<file path="src/rtl/out_channel_reader.sv">
// Consumer end of a test program's out channel: collects words into a circular
// buffer, then compares the buffer against Expected and reports finished/success.
module out_channel_reader #(
    parameter int MemoryElementWidth = 12,
    parameter int NOut = 1,
    parameter int NExpected = 1,
    parameter logic [MemoryElementWidth*NExpected-1:0] Expected = 12'd2,
    parameter int MaxSteps = 64
) (
    input  logic                          clock,
    input  logic                          reset,
    input  logic                          start,
    input  logic                          out_valid,
    input  logic [MemoryElementWidth-1:0] out_data,
    output logic                          out_ready,
    input  logic                          program_done,
    output logic [15:0]                   words_seen,
    output logic [15:0]                   fail_index,
    output logic                          finished,
    output logic                          success
);

    localparam int W    = MemoryElementWidth;
    localparam int PosW = (NOut > 1) ? $clog2(NOut) : 1;

    typedef enum logic [1:0] {IDLE, COLLECT, COMPARE, DONE} state_e;

    state_e          state_q, state_d;
    logic [W-1:0]    mem_q [NOut];
    logic [W-1:0]    mem_d [NOut];
    logic [PosW-1:0] pos_q, pos_d;
    logic [15:0]     words_q, words_d;
    logic [15:0]     step_q, step_d;
    logic [15:0]     idx_q, idx_d;
    logic [15:0]     fail_q, fail_d;
    logic            timeout_q, timeout_d;
    logic            finished_q, finished_d;
    logic            success_q, success_d;

    logic [W-1:0]    exp_arr [NOut];
    logic [PosW-1:0] cmp_idx;

    // Expected unpacked into slot order; slots past NExpected are never compared.
    for (genvar g = 0; g < NOut; g++) begin : g_exp
        if (g < NExpected) begin : g_used
            assign exp_arr[g] = Expected[g*W +: W];
        end else begin : g_pad
            assign exp_arr[g] = '0;
        end
    end

    assign cmp_idx = idx_q[PosW-1:0];

    always_ff @(posedge clock or posedge reset) begin
        if (reset) begin
            state_q    <= IDLE;
            for (int unsigned i = 0; i < NOut; i++) mem_q[i] <= '0;
            pos_q      <= '0;
            words_q    <= '0;
            step_q     <= '0;
            idx_q      <= '0;
            fail_q     <= '1;
            timeout_q  <= 1'b0;
            finished_q <= 1'b0;
            success_q  <= 1'b0;
        end else begin
            state_q    <= state_d;
            mem_q      <= mem_d;
            pos_q      <= pos_d;
            words_q    <= words_d;
            step_q     <= step_d;
            idx_q      <= idx_d;
            fail_q     <= fail_d;
            timeout_q  <= timeout_d;
            finished_q <= finished_d;
            success_q  <= success_d;
        end
    end

    always_comb begin
        state_d = state_q;
        unique case (state_q)
            IDLE, DONE: if (start) state_d = COLLECT;
            COLLECT:    if (program_done || step_q == 16'(MaxSteps - 1)) state_d = COMPARE;
            COMPARE:    if (idx_q == 16'(NExpected - 1)) state_d = DONE;
            default:    state_d = IDLE;
        endcase
    end

    always_comb begin
        mem_d      = mem_q;
        pos_d      = pos_q;
        words_d    = words_q;
        step_d     = step_q;
        idx_d      = idx_q;
        fail_d     = fail_q;
        timeout_d  = timeout_q;
        finished_d = finished_q;
        success_d  = success_q;
        unique case (state_q)
            IDLE, DONE: begin
                if (start) begin
                    for (int unsigned i = 0; i < NOut; i++) mem_d[i] = '0;
                    pos_d      = '0;
                    words_d    = '0;
                    step_d     = '0;
                    idx_d      = '0;
                    fail_d     = '1;
                    timeout_d  = 1'b0;
                    finished_d = 1'b0;
                    success_d  = 1'b0;
                end else if (state_q == DONE) begin
                    finished_d = 1'b1;
                    success_d  = (fail_q == 16'hFFFF) && (words_q >= 16'(NExpected)) && !timeout_q;
                end
            end
            COLLECT: begin
                if (out_valid) begin
                    mem_d[pos_q] = out_data;
                    pos_d        = (pos_q == PosW'(NOut - 1)) ? '0 : pos_q + 1'b1;
                    if (words_q != 16'hFFFF) words_d = words_q + 16'd1;
                end
                step_d = step_q + 16'd1;
                // program_done takes precedence, so a simultaneous timeout is not a failure.
                if (!program_done && step_q == 16'(MaxSteps - 1)) timeout_d = 1'b1;
            end
            COMPARE: begin
                if (mem_q[cmp_idx] != exp_arr[cmp_idx] && fail_q == 16'hFFFF) fail_d = idx_q;
                idx_d = idx_q + 16'd1;
            end
            default: ;
        endcase
    end

    always_comb begin
        out_ready  = (state_q == COLLECT);
        words_seen = words_q;
        fail_index = fail_q;
        finished   = finished_q;
        success    = success_q;
    end

endmodule

</file>
<file path="config.mk">
export PLATFORM = sky130hd
export DESIGN_NAME = out_channel_reader
export DESIGN_NICKNAME = d
export VERILOG_FILES = /design/src/rtl/out_channel_reader.sv
export SDC_FILE = /design/constraint.sdc
export NUM_CORES = 1
export LEC_CHECK = 0
export ABC_AREA = 1
export ABC_CLOCK_PERIOD_IN_PS = 7500
export BUFFER_PORTS_ARGS = -buffer_cell sky130_fd_sc_hd__buf_2
export CAP_MARGIN = 20
export CELL_PAD_IN_SITES_DETAIL_PLACEMENT = 1
export CELL_PAD_IN_SITES_GLOBAL_PLACEMENT = 1
export CORE_MARGIN = 4
export CORE_UTILIZATION = 48
export CTS_BUF_LIST = sky130_fd_sc_hd__clkbuf_8
export DETAILED_ROUTE_END_ITERATION = 12
export GPL_ROUTABILITY_DRIVEN = 0
export PLACE_DENSITY_LB_ADDON = 0.1
export SKIP_CTS_REPAIR_TIMING = 1
export SKIP_LAST_GASP = 1
export SLEW_MARGIN = 30
export SYNTH_ARGS = -nofsm -noshare
export SYNTH_HDL_FRONTEND = slang
export SYNTH_SLANG_ARGS = --single-unit
</file>
<file path="constraint.sdc">
create_clock -name clock -period 7.5 [get_ports clock]
set_clock_uncertainty 0.05 [all_clocks]
set_input_delay 1.5 -clock clock [delete_from_list [all_inputs] [get_ports clock]]
set_output_delay 1.5 -clock clock [all_outputs]
set_load 0.01 [all_outputs]
</file>
Word-level counts from Yosys, hierarchy flattened
Index checks and enable logic that the tools add are counted.
{ "word_totals": {"output_inout_bits": 35, "word_cells": 84, "ram_bits": 0, "n_memories": 0, "mem_bits_ro": 0, "regBits": 82, "latchBits": 0} }
{ "classes": {"n_mul": 0, "n_eq_ne": 14, "n_div": 0, "shifts": 0, "n_lt_le_gt_ge": 4, "reduce_logical": 22, "n_mux": 30, "add_sub_neg": 4, "bitwise_logic": 0} }
{ "op_table": {"columns": ["cell", "n"], "rows": [
  ["16-bit one-hot mux with 2 select lines", 4],
  ["16-bit 2-to-1 mux", 5],
  ["12-bit 2-to-1 mux", 5],
  ["16-bit by 1-bit adder with 16-bit output, second input constant", 3],
  ["12-bit one-hot mux with 2 select lines", 1],
  ["16-bit == test, second input constant", 1],
  ["16-bit by 6-bit == test with 1-bit output, second input constant", 1],
  ["16-bit by 1-bit >= comparator with 1-bit output, second input constant", 1],
  ["16-bit logical NOT", 1],
  ["16-bit inequality test, second input constant", 1],
  ["12-bit bitwise mux", 1],
  ["12-bit inequality test", 1],
  ["3-bit AND reduction", 4],
  ["1-bit 2-to-1 mux", 8],
  ["2-bit inequality test, second input constant", 4],
  ["2-bit 2-to-1 mux", 3],
  ["2-bit by 1-bit inequality test with 1-bit output, second input constant", 3],
  ["2-bit one-hot mux with 3 select lines", 1],
  ["2-bit AND reduction", 3],
  ["2-bit nonzero test", 3],
  ["1-bit logical AND", 5],
  ["2-bit == test, second input constant", 2],
  ["1-bit one-hot mux with 2 select lines", 2],
  ["4-bit AND reduction", 1],
  ["other kinds (8)", 10]
]} }

Depth between registers and ports, before layout
{ "logic_depth": {"ltp_word": 6, "depth_mapped": 12, "mapped_depth_nobuf": 11} }

Worst setup path after synthesis
OpenSTA, ideal clock, no wires.
{ "synth_timing": {"path_type": "input to register", "startpoint": "input port start", "endpoint": "register words_q[6] (netlist: words_seen[6])", "stages": 8, "t_arrival_ns": 2.283, "path_buffers": 1, "setup_slack_ns": 5.050, "required_ns": 7.332, "cell_sequence": "inv_1 nand2_2 nand3_4 nor2_4 inv_4 buf_6 nand2_1 o21ai_2"} }
{ "synth_via": {"elab_chain_cells": 2} }
{ "synth_lines": {"columns": ["item", "line", "source"], "rows": [
  ["start, declared", "12", "input logic start,"],
  ["2-bit inequality test (no line)", null, null],
  ["4-bit AND reduction (no line)", null, null],
  ["end signal, assigned", "70", "words_q <= words_d;"],
  ["end, declared", "32", "logic [15:0] words_q, words_d;"]
]} }
No other way between the ends.
A chain may end at the register's enable or synchronous reset.

Worst setup path in the final report
{ "layout_timing": {"startpoint": "register state_q[1]", "endpoint": "output port out_ready"} }
{ "layout_via": {"elab_chain_cells": 1} }
{ "layout_lines": {"columns": ["item", "line", "source"], "rows": [
  ["start, declared", "28", "state_e state_q, state_d;"],
  ["start signal, assigned", "67", "state_q <= state_d;"],
  ["2-bit by 1-bit == test with 1-bit output", "136", "out_ready = (state_q == COLLECT);"],
  ["end, declared", "15", "output logic out_ready,"]
]} }
No other way between the ends.

==> results.md <==
- Status: completed
- Via count: 4,537
- Setup CP Type: reg2out
- HPWL Detailed: 9800 µm
- Startpoint types: flip-flop
- Tightest Pin Transition: 0.919 ns
- Post-DP Area: 5100 µm²
- Hold Crit Class: reg2reg
- Max Freq: 288 MHz
- Vias in the first global route: 4,823
- Clock buffer depth: 2
- Setup TNS: 0 ns
- Root Driver: clkbuf_8
- Pwr dens: 350 nW/µm²
- First-pass GRT wire length: 23,300 µm
- Die span in x: 108 µm
- Seq/Total Area, Yosys: 43.0%
- Area Growth Syn to Fin: 11.7%
- CP Data Required Time: 5.95 ns
- Worst slew margin relative to its limit: 38.7%
- Min Tclk post-route: 3.47 ns
- Avg Vias per Cell: 5.40
- Critical path endpoint category: primary output
- Initial antenna violation count: 2
- Register Area: 2050 µm²
- # DRC: 0
- Antenna cells: 0
- Fin. Hold Viols: 0
- I/O Buffers: 51
- Synth Warn #: 0
- Post-synth ARST share: 100%
- Routed WL per cell: 15.9 µm
- Synth Net Count: 683
- Multi-input gate area: 2320 µm²
- List of most frequent post-synthesis cells: nand2_1 (188), nor2_1 (89), inv_1 (71), dfrtp_1 (65), nand3_1 (62)
- CTS sink count: 81
- TritonCTS Buffers: 9
- Critical Path AT: 1.92 ns
- Fin util: 54.7%
- RSZ-0062 raised after global routing: no
- Total wire length: 13,400 µm
- Slew Viols, Final: 0
- CTS tree: built
- Syn avg cell area: 7.26 µm²
- Worst setup margin: 4.03 ns
- Core area: 9730 µm²
- Tot Pwr: 1.86 mW
- VDD IR max: 0.187 mV
- Overflow after GRT: 0
- Max Cap Viol: 0
- Worst-path clk slew: 0.09 ns
- Initial Util: 48.9%
- Mapped cell area: 4760 µm²
- Antenna-violating nets left: 0
- Drt first-iter violations: 194
- Row count: 36
- Worst-Skew Late Latency: 0.37 ns
- Final setup violation count: 0
- Share of cells above drive strength 1: 15.3%
- Global Route Usage Sum: 25.2%
- Pleak: 2.56 nW
- Largest net degree at the start of global routing: 82
- Yosys cell types: 35
- Worst-path maximum fanout: 20
- Crit share post-route: 46.3%
- Die area: 11,600 µm²
- Post-synth EDFFs: 0
- DRT Pass-1 Iters: 4
- Layout net count: 729
- I/O pins: 52
- Post-synthesis cell count: 656
- Fin area: 5320 µm²
- Post-synth top area cell: dfrtp_1
- Synth area leaders: dfrtp_1 (34%), nand2_1 (15%), dfstp_2 (8.8%), nor2_1 (7.0%), nand3_1 (6.5%)
- Number of synthesized register bits: 81
- Place WS: 4.28 ns
- Post-synth top area share: 34.2%
- H-tree depth: 3
- Fillers: 1,318
- Synth Flop Type: dfrtp_1
- Die H: 108 µm
- Most common cell in the netlist: nand2_1
==> per-layer routing <==
metal  vias up  GRT usage [%]  wire length [µm]
met3        26           3.96               545
met1      2214           32.2              5830
li1       2207              -                 -
met4         4           10.0               246
met5         -              0                20
met2        86           42.7              6730
==> power breakdown <==
part	leakage, nW	switching, mW	total [mW]	internal (mW)
Combinational	1.39	0.644	0.873	0.229
Sequential	1.06	0.0676	0.626	0.559
Clock	0.117	0.168	0.363	0.195
==> sequential cells by signal, summed over array words and instances (netlist names) <==
signal / flops
timeout_q: 1
mem_q: 12
idx_q: 16
step_q: 16
finished: 1
state_q: 2
fail_index: 16
words_seen: 16
success: 1
==> final timing paths <==
check                          startpoint              to  slack, ns  cells after the start
setup reg to reg               state_q[0]        idx_q[5]       4.85                      7
min in group asynchronous           reset        idx_q[2]       1.28                      3
max in group asynchronous           reset  words_seen[14]       5.60                      3
setup / recovery               state_q[1]       out_ready       4.03                      3
hold reg to reg            fail_index[13]  fail_index[13]       0.43                      2
hold / removal             fail_index[13]  fail_index[13]       0.43                      2
==> area by class of cell <==
type | count | area share, %
clock inverters | 6 | 1.55
well taps | 133 | 3.13
inverters | 77 | 5.55
multi-input cells | 481 | 43.7
repair buffers | 52 | 5.01
flip-flops and latches | 81 | 38.5
clock buffers | 10 | 2.59
==> cell families after synthesis <==
group           after synthesis  synth area share (%)
simple gates                404                  37.7
buf+inv                      94                  8.20
flops                        81                  43.0
compound gates               59                  6.97
fa+ha+maj                    10                  2.63
xor+xnor                      8                  1.47
==> placed cells by master (no fill, tap or decap), types with 16 or more instances in the layout <==
master / count
dfrtp_1: 65
nand3_1: 62
buf_2: 51
nor2_1: 89
nand4_1: 39
nand2_1: 188
o21ai_0: 32
inv_1: 71
dfstp_2: 16
==> worst max-delay path, stage by stage (launching register included) <==
cell	delay, ns
dfrtp_1	0.42
inv_1	0.11
ha_1	0.77
buf_2	0.27
==> stage by stage <==
stage | hold slack [ns] | instances
6_report | 0.427 | 840
3_5_place_dp | 0.415 | 824
5_1_grt | 0.454 | 840
2_1_floorplan | 0.408 | 656
4_1_cts | 0.429 | 840
3_3_place_gp | 0.409 | 824
(Power assumes the default switching activity.)
